`src/rtl/byte_striping_lanes_if.sv`:
```
// Handshake and bus bundle between the byte source, the striper and the per-lane encoders.
// Master drives the byte and control side; slave is the striper itself.
interface byte_striping_lanes_if #(
   parameter int WIDTH = 8,
   parameter int LANES = 4
);
   localparam int CW = $clog2(LANES);
   localparam int AW = CW + 1;

   logic                   ENB;
   logic                   laneVLD;
   logic [WIDTH-1:0]       byteStripingIN;
   logic                   flush;
   logic [AW-1:0]          activeLanes;
   logic                   inRDY;
   logic [LANES*WIDTH-1:0] stripedLanes;
   logic [LANES-1:0]       laneMask;
   logic                   byteStripingVLD;
   logic                   outRDY;
   logic [CW-1:0]          counter;

   modport master (
      output ENB, laneVLD, byteStripingIN, flush, activeLanes, outRDY,
      input  inRDY, stripedLanes, laneMask, byteStripingVLD, counter
   );

   modport slave (
      input  ENB, laneVLD, byteStripingIN, flush, activeLanes, outRDY,
      output inRDY, stripedLanes, laneMask, byteStripingVLD, counter
   );
endinterface

```
`src/rtl/byte_striping_lanes.sv`:
```
// Round-robin byte striper: fills 1..LANES lanes, one byte per accepted cycle, and emits
// each stripe (or flushed PAD-filled partial stripe) through a valid/ready output register.
module byte_striping_lanes #(
   parameter int               WIDTH = 8,
   parameter int               LANES = 4,
   parameter logic [WIDTH-1:0] PAD   = '0
) (
   input logic                  clk1Mhz,
   input logic                  reset,
   byte_striping_lanes_if.slave bus
);
   localparam int CW = $clog2(LANES);
   localparam int AW = CW + 1;

   typedef logic [LANES-1:0][WIDTH-1:0] lanes_t;

   logic [CW-1:0] counter_q, counter_d;
   logic [AW-1:0] n_q, n_d;
   lanes_t        asm_q, asm_d;
   logic [LANES-1:0] fill_q, fill_d;
   lanes_t        stripe_q, stripe_d;
   logic [LANES-1:0] mask_q, mask_d;
   logic          vld_q, vld_d;

   logic [AW-1:0] n_live, n_eff;
   lanes_t        asm_next;
   logic [LANES-1:0] fill_next;
   logic          in_rdy, accept, at_last, close;

   // Powers of two up to LANES are honoured; anything else falls back to all lanes.
   function automatic logic [AW-1:0] decode_lanes(input logic [AW-1:0] a);
      if (a != '0 && (a & (a - AW'(1))) == '0 && a <= AW'(LANES))
         return a;
      return AW'(LANES);
   endfunction

   always_comb begin
      n_live  = decode_lanes(bus.activeLanes);
      // The first byte of a stripe must use the live lane count, before it is latched.
      n_eff   = (counter_q == '0) ? n_live : n_q;
      in_rdy  = !vld_q || bus.outRDY;
      accept  = bus.laneVLD && bus.ENB && in_rdy;
      for (int i = 0; i < LANES; i++) begin
         asm_next[i]  = (accept && counter_q == CW'(i)) ? bus.byteStripingIN : asm_q[i];
         fill_next[i] = fill_q[i] || (accept && counter_q == CW'(i));
      end
      at_last = ({1'b0, counter_q} == (n_eff - AW'(1)));
      close   = (accept && at_last) ||
                (bus.flush && bus.ENB && in_rdy && (counter_q != '0 || accept));

      counter_d = counter_q;
      n_d       = n_q;
      asm_d     = asm_q;
      fill_d    = fill_q;
      stripe_d  = stripe_q;
      mask_d    = mask_q;
      vld_d     = vld_q;

      if (accept && counter_q == '0)
         n_d = n_live;

      if (close) begin
         // Unfilled lanes still hold PAD from the last clear, so the buffer goes out as is.
         stripe_d  = asm_next;
         mask_d    = fill_next;
         vld_d     = 1'b1;
         counter_d = '0;
         asm_d     = {LANES{PAD}};
         fill_d    = '0;
      end else begin
         if (accept) begin
            asm_d     = asm_next;
            fill_d    = fill_next;
            counter_d = counter_q + CW'(1);
         end
         if (vld_q && bus.outRDY)
            vld_d = 1'b0;
      end
   end

   always_ff @(posedge clk1Mhz or negedge reset) begin
      if (!reset) begin
         counter_q <= '0;
         n_q       <= AW'(LANES);
         asm_q     <= {LANES{PAD}};
         fill_q    <= '0;
         stripe_q  <= '0;
         mask_q    <= '0;
         vld_q     <= 1'b0;
      end else begin
         counter_q <= counter_d;
         n_q       <= n_d;
         asm_q     <= asm_d;
         fill_q    <= fill_d;
         stripe_q  <= stripe_d;
         mask_q    <= mask_d;
         vld_q     <= vld_d;
      end
   end

   assign bus.inRDY           = in_rdy;
   assign bus.stripedLanes    = stripe_q;
   assign bus.laneMask        = mask_q;
   assign bus.byteStripingVLD = vld_q;
   assign bus.counter         = counter_q;
endmodule

```
`src/flat_wrapper.sv`:
```
// flat-port wrapper written by rule: the top's interface ports become plain ports
module byte_striping_lanes_flat 
#(
   parameter int               WIDTH = 8,
   parameter int               LANES = 4,
   parameter logic [WIDTH-1:0] PAD   = '0
)
  (clk1Mhz, reset, bus_ENB, bus_laneVLD, bus_byteStripingIN, bus_flush, bus_activeLanes, bus_outRDY, bus_inRDY, bus_stripedLanes, bus_laneMask, bus_byteStripingVLD, bus_counter);
  byte_striping_lanes_if #(.WIDTH(WIDTH), .LANES(LANES)) bus_i ();
  input logic clk1Mhz;
  input logic reset;
  input wire logic [$bits(bus_i.ENB)-1:0] bus_ENB;
  input wire logic [$bits(bus_i.laneVLD)-1:0] bus_laneVLD;
  input wire logic [$bits(bus_i.byteStripingIN)-1:0] bus_byteStripingIN;
  input wire logic [$bits(bus_i.flush)-1:0] bus_flush;
  input wire logic [$bits(bus_i.activeLanes)-1:0] bus_activeLanes;
  input wire logic [$bits(bus_i.outRDY)-1:0] bus_outRDY;
  output wire logic [$bits(bus_i.inRDY)-1:0] bus_inRDY;
  output wire logic [$bits(bus_i.stripedLanes)-1:0] bus_stripedLanes;
  output wire logic [$bits(bus_i.laneMask)-1:0] bus_laneMask;
  output wire logic [$bits(bus_i.byteStripingVLD)-1:0] bus_byteStripingVLD;
  output wire logic [$bits(bus_i.counter)-1:0] bus_counter;
  assign bus_i.ENB = bus_ENB;
  assign bus_i.laneVLD = bus_laneVLD;
  assign bus_i.byteStripingIN = bus_byteStripingIN;
  assign bus_i.flush = bus_flush;
  assign bus_i.activeLanes = bus_activeLanes;
  assign bus_i.outRDY = bus_outRDY;
  assign bus_inRDY = bus_i.inRDY;
  assign bus_stripedLanes = bus_i.stripedLanes;
  assign bus_laneMask = bus_i.laneMask;
  assign bus_byteStripingVLD = bus_i.byteStripingVLD;
  assign bus_counter = bus_i.counter;
  byte_striping_lanes #(.WIDTH(WIDTH), .LANES(LANES), .PAD(PAD)) u_core (.clk1Mhz(clk1Mhz), .reset(reset), .bus(bus_i));
endmodule
```
`config.mk`:
```
export PLATFORM = sky130hd
export DESIGN_NAME = byte_striping_lanes_flat
export DESIGN_NICKNAME = d
export VERILOG_FILES = /design/src/rtl/byte_striping_lanes_if.sv /design/src/rtl/byte_striping_lanes.sv /design/src/flat_wrapper.sv
export SDC_FILE = /design/constraint.sdc
export NUM_CORES = 1
export LEC_CHECK = 0
export ABC_AREA = 0
export CORE_UTILIZATION = 57
export CTS_CLUSTER_DIAMETER = 200
export DETAILED_ROUTE_END_ITERATION = 16
export PLACE_DENSITY = 0.85
export SETUP_SLACK_MARGIN = 0.2
export SLEW_MARGIN = 20
export SYNTH_ARGS = -nofsm -noshare
export SYNTH_HDL_FRONTEND = slang
export SYNTH_SLANG_ARGS = --single-unit
```
`constraint.sdc`:
```
create_clock -name clk1Mhz -period 3.7 [get_ports clk1Mhz]
set_input_delay 0.555 -clock clk1Mhz [delete_from_list [all_inputs] [get_ports clk1Mhz]]
set_output_delay 0.555 -clock clk1Mhz [all_outputs]
set_load 0.1 [all_outputs]
```
==> results of run 1 <==
per-layer routing:
layer / vias up / part of all wire [%]
li1: 1011 / -
met1: 1026 / 46
met2: 62 / 47
met3: 8 / 5.0
met4: 0 / 1.1
met5: - / 0
synth_stat cells, drive strengths merged:
cell type	count	area, um2
dfstp	1	26.3
xnor2	3	26.3
nand2b	3	26.3
buf	10	90.1
a31oi	2	27.5
nand2	8	32.5
mux2	2	22.5
nand4	1	6.26
xor2	1	8.76
mux2i	71	711
a21oi	6	30.0
and2	1	6.26
dfrtp	77	1930
inv	39	146
ha	5	62.6
clkbuf	1	3.75
a41oi	1	8.76
o211a	1	10.0
and3	1	6.26
nor2b	1	6.26
nor3b	1	7.51
a31o	1	8.76
nand3	1	5.00
nor2	39	146
logic make-up after synthesis:
group,after synthesis
muxes,73
and+or+nand+nor,56
buffers and inverters,50
xor gates and xnor gates,4
DFF,78
adders and majority gates,5
AOI/OAI and AO/OA,11
sequential cells by signal (all words and copies together) (netlist names):
register                    flops
u_core.bus.byteStripingVLD      1
u_core.fill_q                   4
u_core.bus.counter              2
u_core.asm_q                   32
u_core.bus.laneMask             4
u_core.bus.stripedLanes        32
u_core.n_q                      3
worst min path at each step:
stage | startpoint | end | slack (ps) | cells past startpoint
final | reset | u_core.bus.stripedLanes[15]$_DFFE_PN0P_ | 330 | 1
after global routing | reset | u_core.bus.stripedLanes[7]$_DFFE_PN0P_ | 430 | 1
after CTS | reset | u_core.bus.stripedLanes[7]$_DFFE_PN0P_ | 380 | 1
after detailed placement | u_core.n_q[0]$_DFFE_PN0P_ | u_core.n_q[0]$_DFFE_PN0P_ | 450 | 2
after global placement | u_core.n_q[0]$_DFFE_PN0P_ | u_core.n_q[0]$_DFFE_PN0P_ | 450 | 2
after floorplan | reset | u_core.asm_q[0]$_DFFE_PN0P_ | 260 | 0
through the flow:
stage	hold slack (ps)	instance area [um2]	instances	setup WS [ps]
3_3_place_gp	448	3970	398	576
5_1_grt	434	4180	414	291
2_1_floorplan	259	3350	277	564
3_5_place_dp	449	3970	398	428
4_1_cts	385	4180	414	483
6_report	332	4180	414	503
layout make-up:
cell class,count,area share (%)
Clock inverter,2,0.928
Clock buffer,14,4.13
Timing Repair Buffer,60,14.6
Multi-Input combinational cell,149,27.9
Tap cell,72,2.16
Sequential cell,78,46.7
Inverter,39,3.50
==> run summary, run 1 <==
measured slew at the worst slew-check pin: 1010 ps
vias in the first global route: 2,084
worst clock skew: 9.31 ps
met1 Use GR: 30.5%
RSZ-0062 raised after global routing: no
vias per cell: 5.09
crit path from: u_core.bus.counter[0]$_DFFE_PN0P_
die area: 6190 um2
multi-input logic area: 1170 um2
DRT Pass-1 Iters: 4
commonest non-fill, non-tap cells in the layout: dfrtp_1, mux2i_1, clkdlybuf4s50_1
later-pin clock latency in the skew report: 350 ps
syn_nets: 299
Layout Nets: 359
io pins: 57
Routed WL: 6100 um
filler cell count: 391
simple-gate share of the synthesized area: 7.24%
Reg2Reg Depth: 11
CTS H-tree depth: 3
antenna violations before repair: 0
CTS Hold Buffers Added: 0
IO Port Bufs: 56
Final Util: 75.0%
largest net degree at the start of global routing: 79
Mapped Avg Cell Area: 12.1 um2
share of cells above drive strength 1: 7.60%
Adder-Cell Fraction of Synth Area: 1.87%
Crit path buffers/inverters: 2
DR vias: 2,107
Crit path top cell by count: ha_1
Worst Path Required: 3960 ps
FMAX: 313 MHz
Reg area: 1950 um2
Setup crit end kind: flop
Final Max Tran Viols: 0
crit-path leading delay family: compound AO/OA/AOI/OAI gates
count of state elements after synthesis: 78
WL per Instance: 14.7 um
R2R Path End: u_core.bus.stripedLanes[8]$_DFFE_PN0P_
crit path time final: 3200 ps
Max Cap Violations: 0
main combinational cell family by area after synthesis: multiplexers
r2r startpoint: u_core.bus.counter[0]$_DFFE_PN0P_
worst-path fanout max: 29
multiplexer share of the synthesized area: 21.9%
Syn-to-layout area delta: 24.7%
Compound-Gate Fraction of Synth Area: 2.54%
Unique masters post-synth: 30
Die W: 78.7 um
post-cts sizing count: 0
ANT nets after route: 0
CTS tree: built
register area share after synthesis: 58.3%
final setup vio count: 0
remaining global-route overflow: 0
Max stage delay cell, worst path: ha_1
crit-path max cell delay: 520 ps
# DRC: 0
Longest Clk Path Bufs: 2
diode count: 0
met2 GRT Util: 34.1%
Levels on crit path: 11
DP Wirelength: 4060 um
DR iter-0 viols: 163
postcts setup bufs: 0
final cycle utilization of the critical path: 86.4%
Rows: 27
Arr. time, crit path: 3460 ps
synth warn: 0
CTS Buf Count: 9
Worst Setup Start Kind: flop
clock sinks: 78
Initial Util: 60.1%
met3 Usage GRT: 6.16%
commonest non-fill, non-tap cell in the layout: dfrtp_1
total track usage: 22.1%
Reg clk slew, reported paths: 80 ps
total core area: 5570 um2
Top Usage Layer GRT: met2
root buffer cell: clkbuf_8
overall die height: 78.7 um
class of the worst hold path: input pin to async pin
relative slew slack: 32.5%
Post-Syn Area: 3350 um2
Critical Path, Cell by Cell: inv_1, ha_1, nor2b_1, a31oi_4, ha_1, xnor2_1, a21oi_1, o211a_1, a31o_4, buf_12, mux2i_1
first-pass GRT wire length: 10,200 um
post-synthesis xor/xnor area fraction: 1.05%
critical path class: flop to flop
Setup crit end: u_core.bus.stripedLanes[8]$_DFFE_PN0P_
Final TNS setup: 0 ps
gpl congestion: 0.802
Mapped Cells: 277
status: completed
Fin. Hold Viols: 0
reg-to-reg setup timing slack: 500 ps
Power of run 1 is not shown: default switching activity piles up to over one toggle a cycle in this logic, so the estimate is an artifact.
==> run 2, diff against run 1 <==
--- a/config.mk
+++ b/config.mk
@@ -9,6 +9,7 @@
 export CORE_UTILIZATION = 57
 export CTS_CLUSTER_DIAMETER = 200
 export DETAILED_ROUTE_END_ITERATION = 16
+export GPL_TIMING_DRIVEN = 0
 export PLACE_DENSITY = 0.85
 export SETUP_SLACK_MARGIN = 0.2
 export SLEW_MARGIN = 20
==> run summary, run 2 (same netlist as run 1, synthesis figures left out) <==
status: completed
commonest non-fill, non-tap cells in the layout: dfrtp_1, mux2i_1, clkdlybuf4s50_1
postcts setup bufs: 0
vias in the first global route: 2,285
final setup vio count: 0
DR iter-0 viols: 108
DR vias: 2,165
Reg2Reg Depth: 12
CTS H-tree depth: 3
Max Cap Violations: 0
share of cells above drive strength 1: 8.29%
Fin. Hold Viols: 0
vias per cell: 5.13
final cycle utilization of the critical path: 76.9%
CTS Buf Count: 9
crit path time final: 2840 ps
CTS Hold Buffers Added: 0
critical path class: input pin to output port
Worst Setup Start Kind: input pin
Die W: 78.7 um
Final TNS setup: 0 ps
relative slew slack: 33.6%
worst-path fanout max: 4
Initial Util: 60.1%
DP Wirelength: 4480 um
Setup crit end kind: output port
remaining global-route overflow: 0
DRT Pass-1 Iters: 4
measured slew at the worst slew-check pin: 993 ps
Arr. time, crit path: 2290 ps
Finished Layout Cells: 422
gpl congestion: 0.813
largest net degree at the start of global routing: 55
total core area: 5570 um2
io pins: 57
RSZ-0062 raised after global routing: no
Worst Path Required: 3140 ps
first-pass GRT wire length: 11,100 um
R2R Path End: u_core.bus.laneMask[2]$_DFFE_PN0P_
worst clock skew: 12.2 ps
Longest Clk Path Bufs: 2
clock sinks: 78
diode count: 0
Rows: 27
WL per Instance: 15.5 um
placed insts: 406
total track usage: 24.0%
antenna violations before repair: 0
r2r startpoint: u_core.bus.counter[1]$_DFFE_PN0P_
IO Port Bufs: 56
ANT nets after route: 0
Final Max Tran Viols: 0
post-cts sizing count: 0
later-pin clock latency in the skew report: 340 ps
Layout Nets: 367
die area: 6190 um2
Reg clk slew, reported paths: 80 ps
commonest non-fill, non-tap cell in the layout: dfrtp_1
root buffer cell: clkbuf_8
reg-to-reg setup timing slack: 990 ps
overall die height: 78.7 um
Routed WL: 6520 um
CTS tree: built
FMAX: 352 MHz
# DRC: 0
class of the worst hold path: input pin to async pin
Syn-to-layout area delta: 25.0%
-- run 2: worst max-delay path by stage --
stage / from / to / slack, ps / cells after the start
floorplan: u_core.bus.counter[0]$_DFFE_PN0P_ / u_core.bus.laneMask[3]$_DFFE_PN0P_ / 560 / 11
global placement: reset / u_core.bus.stripedLanes[27]$_DFFE_PN0P_ / -580 / 1
detailed placement: bus_activeLanes[0] / u_core.bus.laneMask[2]$_DFFE_PN0P_ / 650 / 11
CTS: bus_outRDY / bus_inRDY / 840 / 3
global route: u_core.bus.counter[1]$_DFFE_PN0P_ / u_core.bus.stripedLanes[1]$_DFFE_PN0P_ / 790 / 12
finish: bus_outRDY / bus_inRDY / 860 / 3
-- run 2: worst max-delay path: stages --
cell and delay [ps]:
clkdlybuf4s50_1 470, nand2b_4 130, clkdlybuf4s50_1 1130
-- run 2: final cells by class --
class | instances | area, um2
Inverter | 39 | 146
Tap cell | 72 | 90.1
Multi-Input combinational cell | 149 | 1160
Timing Repair Buffer | 57 | 586
Clock inverter | 2 | 10.0
Fill cell | 408 | 1380
Buffer | 11 | 93.8
Sequential cell | 78 | 1950
Clock buffer | 14 | 153
-- run 2: routing by layer --
layer / part of all wire, % / up-vias / track usage [%]
met4: 1.3 / 0 / 8.15
li1: - / 1026 / -
met3: 4.6 / 9 / 5.35
met5: 0 / - / 0
met2: 51 / 54 / 40.3
met1: 43 / 1076 / 30.6
-- run 2: per-stage QoR --
step	util [%]	instance area (um2)	hold slack (ps)	setup WS, ps
after global routing	75.2	4190	129	785
after detailed placement	72.3	4030	450	645
final	75.2	4190	112	856
after global placement	71.8	4000	453	-580
after floorplan	-	3350	259	564
after CTS	75.2	4190	119	843
Power of run 2 is left out for the same reason.
